--- src/rtl/fb_bus_sched_pkg.sv ---
// Shared types and constants for the framebuffer bus scheduler.
package fb_bus_sched_pkg;

    typedef enum logic [1:0] {
        IDLE  = 2'd0,
        DRAW  = 2'd1,
        FETCH = 2'd2
    } sched_state_t;

    localparam int FETCH_LAT = 1;

endpackage

--- src/rtl/fb_bus_sched.sv ---
// Single-port framebuffer arbiter: display line fetch (absolute priority) into a
// double-buffered line buffer, with drawing-engine writes filling the idle cycles.
module fb_bus_sched
    import fb_bus_sched_pkg::*;
#(
    parameter int CORDW      = 16,
    parameter int V_RES      = 480,
    parameter int LINE_WORDS = 640,
    parameter int FB_ADDRW   = 19,
    parameter int FB_DATAW   = 8,
    parameter int LB_ADDRW   = 10
) (
    input  logic                    clk_pix,
    input  logic                    rst_pix_n,
    input  logic                    frame,
    input  logic                    line,
    input  logic signed [CORDW-1:0] sy,
    input  logic                    draw_valid,
    output logic                    draw_ready,
    input  logic [FB_ADDRW-1:0]     draw_addr,
    input  logic [FB_DATAW-1:0]     draw_data,
    output logic [FB_ADDRW-1:0]     mem_addr,
    output logic                    mem_we,
    output logic                    mem_re,
    output logic [FB_DATAW-1:0]     mem_wdata,
    input  logic [FB_DATAW-1:0]     mem_rdata,
    output logic                    lb_we,
    output logic [LB_ADDRW:0]       lb_addr,
    output logic [FB_DATAW-1:0]     lb_wdata,
    output logic                    fetch_busy,
    output logic                    fetch_err
);

    localparam logic signed [CORDW-1:0] SY_MIN   = -1;
    localparam logic signed [CORDW-1:0] SY_MAX   = CORDW'(V_RES - 2);
    localparam logic [FB_ADDRW-1:0]     LW_A     = FB_ADDRW'(LINE_WORDS);
    localparam logic [LB_ADDRW-1:0]     LAST_IDX = LB_ADDRW'(LINE_WORDS - 1);

    sched_state_t r_state, w_state_nxt;

    logic w_trig, w_overrun, w_hs, w_done;
    logic [FB_ADDRW-1:0] w_start_base;

    logic                r_run;
    logic                r_err;
    logic                r_iss_on;
    logic [LB_ADDRW-1:0] r_iss_idx;
    logic                r_half;
    logic [FB_ADDRW-1:0] r_base;
    logic [FB_ADDRW-1:0] r_cur_base;

    logic                r_mem_re;
    logic                r_mem_we;
    logic [FB_ADDRW-1:0] r_mem_addr;
    logic [FB_DATAW-1:0] r_mem_wdata;
    logic [LB_ADDRW-1:0] r_mem_idx;

    logic [FETCH_LAT-1:0] r_rd_vld;
    logic [LB_ADDRW-1:0]  r_rd_idx [FETCH_LAT];

    logic                r_lb_we;
    logic                r_lb_last;
    logic [LB_ADDRW:0]   r_lb_addr;
    logic [FB_DATAW-1:0] r_lb_wdata;

    assign w_trig       = line && (sy >= SY_MIN) && (sy <= SY_MAX);
    assign w_overrun    = w_trig && (r_state == FETCH);
    assign w_hs         = draw_valid && draw_ready;
    assign w_done       = r_lb_we && r_lb_last;
    // A frame pulse coinciding with a trigger restarts the frame at address 0.
    assign w_start_base = frame ? '0 : r_base;

    always_ff @(posedge clk_pix) begin
        if (!rst_pix_n) begin
            r_state <= IDLE;
        end else begin
            r_state <= w_state_nxt;
        end
    end

    always_comb begin
        w_state_nxt = r_state;
        case (r_state)
            IDLE: begin
                if (w_trig)    w_state_nxt = FETCH;
                else if (w_hs) w_state_nxt = DRAW;
            end
            DRAW: begin
                if (w_trig)           w_state_nxt = FETCH;
                else if (!draw_valid) w_state_nxt = IDLE;
            end
            FETCH: begin
                if (!w_trig && w_done) w_state_nxt = IDLE;
            end
            default: w_state_nxt = IDLE;
        endcase
    end

    always_comb begin
        draw_ready = 1'b0;
        fetch_busy = 1'b0;
        case (r_state)
            IDLE, DRAW: draw_ready = r_run && !w_trig;
            FETCH:      fetch_busy = 1'b1;
            default:    draw_ready = 1'b0;
        endcase
    end

    // Issue stage: base accounting, word counter, and the shared memory port.
    always_ff @(posedge clk_pix) begin
        if (!rst_pix_n) begin
            r_run       <= 1'b0;
            r_err       <= 1'b0;
            r_iss_on    <= 1'b0;
            r_iss_idx   <= '0;
            r_half      <= 1'b0;
            r_base      <= '0;
            r_cur_base  <= '0;
            r_mem_re    <= 1'b0;
            r_mem_we    <= 1'b0;
            r_mem_addr  <= '0;
            r_mem_wdata <= '0;
            r_rd_vld    <= '0;
            r_lb_we     <= 1'b0;
            r_lb_last   <= 1'b0;
            r_lb_addr   <= '0;
            r_lb_wdata  <= '0;
        end else begin
            r_run <= 1'b1;
            if (w_overrun) r_err <= 1'b1;

            // Base advances at trigger time, so an abandoned line's slot is skipped.
            if (w_trig) begin
                r_cur_base <= w_start_base;
                r_base     <= w_start_base + LW_A;
                r_half     <= frame ? 1'b0 : ~sy[0];
            end else if (frame) begin
                r_base <= '0;
            end

            if (w_trig) begin
                r_iss_on  <= 1'b1;
                r_iss_idx <= '0;
            end else if (r_iss_on) begin
                r_iss_idx <= r_iss_idx + LB_ADDRW'(1);
                if (r_iss_idx == LAST_IDX) r_iss_on <= 1'b0;
            end

            r_mem_re <= r_iss_on && !w_trig;
            r_mem_we <= w_hs;
            if (r_iss_on && !w_trig) begin
                r_mem_addr <= r_cur_base + FB_ADDRW'(r_iss_idx);
            end else if (w_hs) begin
                r_mem_addr  <= draw_addr;
                r_mem_wdata <= draw_data;
            end

            // Return stage: a new trigger kills every read still in flight.
            r_rd_vld[0] <= r_mem_re && !w_trig;
            for (int k = 1; k < FETCH_LAT; k++) begin
                r_rd_vld[k] <= r_rd_vld[k-1] && !w_trig;
            end

            r_lb_we <= r_rd_vld[FETCH_LAT-1] && !w_trig;
            if (r_rd_vld[FETCH_LAT-1]) begin
                r_lb_last  <= (r_rd_idx[FETCH_LAT-1] == LAST_IDX);
                r_lb_addr  <= {r_half, r_rd_idx[FETCH_LAT-1]};
                r_lb_wdata <= mem_rdata;
            end else begin
                r_lb_last <= 1'b0;
            end
        end
    end

    always_ff @(posedge clk_pix) begin
        r_mem_idx   <= r_iss_idx;
        r_rd_idx[0] <= r_mem_idx;
        for (int k = 1; k < FETCH_LAT; k++) begin
            r_rd_idx[k] <= r_rd_idx[k-1];
        end
    end

    assign mem_re    = r_mem_re;
    assign mem_we    = r_mem_we;
    assign mem_addr  = r_mem_addr;
    assign mem_wdata = r_mem_wdata;
    assign lb_we     = r_lb_we;
    assign lb_addr   = r_lb_addr;
    assign lb_wdata  = r_lb_wdata;
    assign fetch_err = r_err;

endmodule

--- config.mk ---
export PLATFORM = sky130hd
export DESIGN_NAME = fb_bus_sched
export DESIGN_NICKNAME = d
export VERILOG_FILES = /design/src/rtl/fb_bus_sched_pkg.sv /design/src/rtl/fb_bus_sched.sv
export SDC_FILE = /design/constraint.sdc
export NUM_CORES = 1
export LEC_CHECK = 0
export BUFFER_PORTS_ARGS = -buffer_cell sky130_fd_sc_hd__buf_2
export CORE_AREA = 5 5 110 112
export DETAILED_ROUTE_END_ITERATION = 10
export DIE_AREA = 0 0 115 117
export HOLD_SLACK_MARGIN = 0.1
export PLACE_DENSITY_LB_ADDON = 0.12
export SKIP_CTS_REPAIR_TIMING = 1
export SYNTH_ARGS = -nofsm -noshare
export SYNTH_HDL_FRONTEND = slang
export SYNTH_SLANG_ARGS = --single-unit
--- constraint.sdc ---
create_clock -name clk_pix -period 2 [get_ports clk_pix]
set_input_delay 0.2 -clock clk_pix [delete_from_list [all_inputs] [get_ports clk_pix]]
set_output_delay 0.2 -clock clk_pix [all_outputs]
set_load 0.05 [all_outputs]
==> out/qor.txt <==
Status - complete, no violations
Final critical-path required period - 1.923 ns
Length in cells of the worst reg-to-reg path - 9
Antenna violations before repair - 0
Leak pwr - 2.862 nW
Maximum VDD drop - 0.0006344 V
Reg2Reg Launch Point - r_cur_base[0]
Final worst path period share - 0.9615
Number of storage elements in the synthesis netlist - 125
Max-slew headroom at the worst pin - 0.5422
HP Class - primary input to flop
Distinct cell type count after synthesis - 58
Max-cap violation count - 0
Post-place instance area - 6122 um^2
Biggest fanout along the worst timing path - 3
Overflow left after global routing - 0
First DRT Iteration DRCs - 269
Area leader, netlist - dfxtp_1
Filler Cells Inserted - 957
Leading cell types by total area after synthesis - dfxtp_1 48%, a21oi_1 4.8%, mux2i_1 4.2%, nand2_1 3.7%, nor2_1 3.4%
Number of global-route vias before repair - 4,444
First-pass GRT wire length - 21.09 mm
Number of routed nets with antenna violations - 0
Largest net degree at the start of global routing - 36
Initial Util - 0.4718
Total die area - 13,460 um^2
CTS Root Cell - clkbuf_16
Clock-pin slew on the worst setup and hold paths - 0.05 ns
Growth of design area from synthesis to finish - 31.44%
Number of nets produced by synthesis - 633
Post-synth top flop - dfxtp_1
Number of hold violations in the final report - 0
Std-Cell Core Area - 11,130 um^2
Maximum clock frequency - 520.0 MHz
Metal1 wirelength - 5.994 mm
FFs w/ async S/R, synth - 0
Syn_area_per_cell - 9.306 um^2
Critical path destination - mem_addr[14]
Die extent in x - 115 um
Routed wl met2 - 6.178 mm
Worst endpoint required time - 2.34 ns
Post-synthesis instance total - 564
H-tree lvl count - 4
Clock tree from TritonCTS - done
Final weighted congestion in routability-driven placement - 0.8287
Worst Path Class, Setup - flop to flop
Critical Path Source Type - flop
HPWL Detailed - 9.529 mm
Worst reg2reg endpoint - mem_addr[14]
Power density over cell area - 831.7 nW/um^2
Slew @ Worst Pin - 0.6867 ns
IO Pins - 108
Number of buffers created by CTS - 17
Ratio of cells with drive above 1 in the final layout - 0.2666
Total length of routed met3 wires - 822 um
Worst Clk Skew - 0.007101 ns
Vias after detailed routing - 4,593
Residual DRC count - 0
Mapped Area - 5249 um^2
Worst Setup End Kind - flop
Clock buffer depth - 2
Sequential-to-total area share from yosys stat - 0.4768
Count of flip-flops with a built-in enable after synthesis - 0
Clock latency on the worst-skew pair - 0.41 ns
Count of nets after finishing - 780
Number of warnings reported in the yosys synthesis log - 0
Row cnt - 39
Length of the first detailed-routing pass in iterations - 4
Setup violations, final - 0
Number of buffers added on ports - 107
Most frequently used cell type in the post-synthesis netlist - dfxtp_1
CP Launch Point - r_cur_base[0]
Count of inserted antenna diode cells - 0
WL per Instance - 15.21 um
Most common library cells after synthesis - 125 x dfxtp_1, 52 x nand2_1, 50 x a21oi_1
Clock sinks - 125
Die Height - 117 um
Total routing resource utilization after global routing - 0.1984
DRT Wirelength - 13.19 mm
Post-detailed-route via-to-cell ratio - 5.298
Total Neg Setup Slack - 0 ns
Final slew viol count - 0
Top layer used by detailed routing - met4
Post-route total power - 5.738 mW
Post-route cell area - 6899 um^2
Post-synth top area share - 0.4768
Multi-input gate area - 2665 um^2
Data arrival time of the worst path - 2.26 ns
WHS - 0.04899 ns
Reg2reg setup slack - 0.08 ns
Total area of sequential cells - 2506 um^2
[metrics by stage]
step	util	worst slack [ns]	cells
floorplan	-	0.009283	564
global route	0.6201	-0.0003451	867
global placement	0.5503	-0.01193	819
detailed placement	0.5503	-0.06891	819
finish	0.6201	0.07700	867
CTS	0.5999	-0.08207	851
[sequential cells by signal (all words and copies together), names as in the netlist, 2 cells and up]
signal      cells
r_cur_base     19
lb_addr        11
r_state         2
r_mem_idx      10
mem_wdata       8
mem_addr       19
lb_wdata        8
r_iss_idx      10
r_rd_idx       10
r_base         19
[cells in the final DEF (no fill, tap or decap), types with 5 or more instances in the layout]
cell,count
a22oi_1,8
o22ai_1,8
dfxtp_1,122
xnor2_1,12
o21ai_0,14
buf_4,30
or3_1,5
clkbuf_8,6
nand3b_1,8
buf_2,107
xor2_1,17
a22o_1,6
and3_1,7
a21oi_1,48
inv_1,12
nand2_1,52
clkinv_2,5
a21boi_0,9
clkbuf_16,17
mux2i_1,22
and2_1,11
dlygate4sd3_1,16
nand4_1,13
nor2_1,47
nand3_1,13
ha_1,11
nor2b_1,24
[area by class of cell]
cell class              count  share of cell area
repair buffers            155              0.1380
clock inverters             6            0.004715
well taps                 143             0.02593
multi-input cells         400              0.3863
clock buffers              26             0.07526
inverters                  12            0.006529
flip-flops and latches    125              0.3633
[worst min path at each step]
stage,startpoint,endpoint,depth (start not counted),slack [ns]
global route,mem_rdata[7],lb_wdata[7],3,0.10
detailed placement,r_mem_idx[9],r_rd_idx[0][9],0,0.31
global placement,r_mem_idx[4],r_rd_idx[0][4],0,0.31
CTS,draw_data[1],mem_wdata[1],3,0.03
finish,mem_rdata[7],lb_wdata[7],3,0.05
floorplan,rst_pix_n,r_run,0,0.23
[kinds of logic (layout without fill, tap and decap cells)]
family	Yosys count	in the layout	synth area share
simple gates	208	208	0.2112
compound gates	128	128	0.1583
flops	125	125	0.4768
buf+inv	39	199	0.03099
xor+xnor	29	29	0.04839
mux	22	22	0.04195
fa+ha+maj	13	13	0.03242
[per-layer routing]
layer,vias up,GRT usage
li1,2292,-
met1,2155,0.2567
met2,132,0.3140
met3,14,0.05398
met4,0,0.08372
met5,-,0
[critical path, stage by stage (launching register included)]
cell and delay [ns]:
dfxtp_2 0.35, ha_4 0.13, inv_1 0.04, fa_2 0.34, nand2b_4 0.16, a21oi_4 0.17
o21ai_2 0.09, and2_4 0.16, o311a_1 0.29, o22ai_1 0.11
[where the power goes]
group | switching (mW) | internal, mW
clock | 1.03 | 1.77
sequential | 0.0213 | 2.53
combinational | 0.244 | 0.147
total | 1.30 | 4.44
No activity file was read; power rests on OpenSTA's default activity.
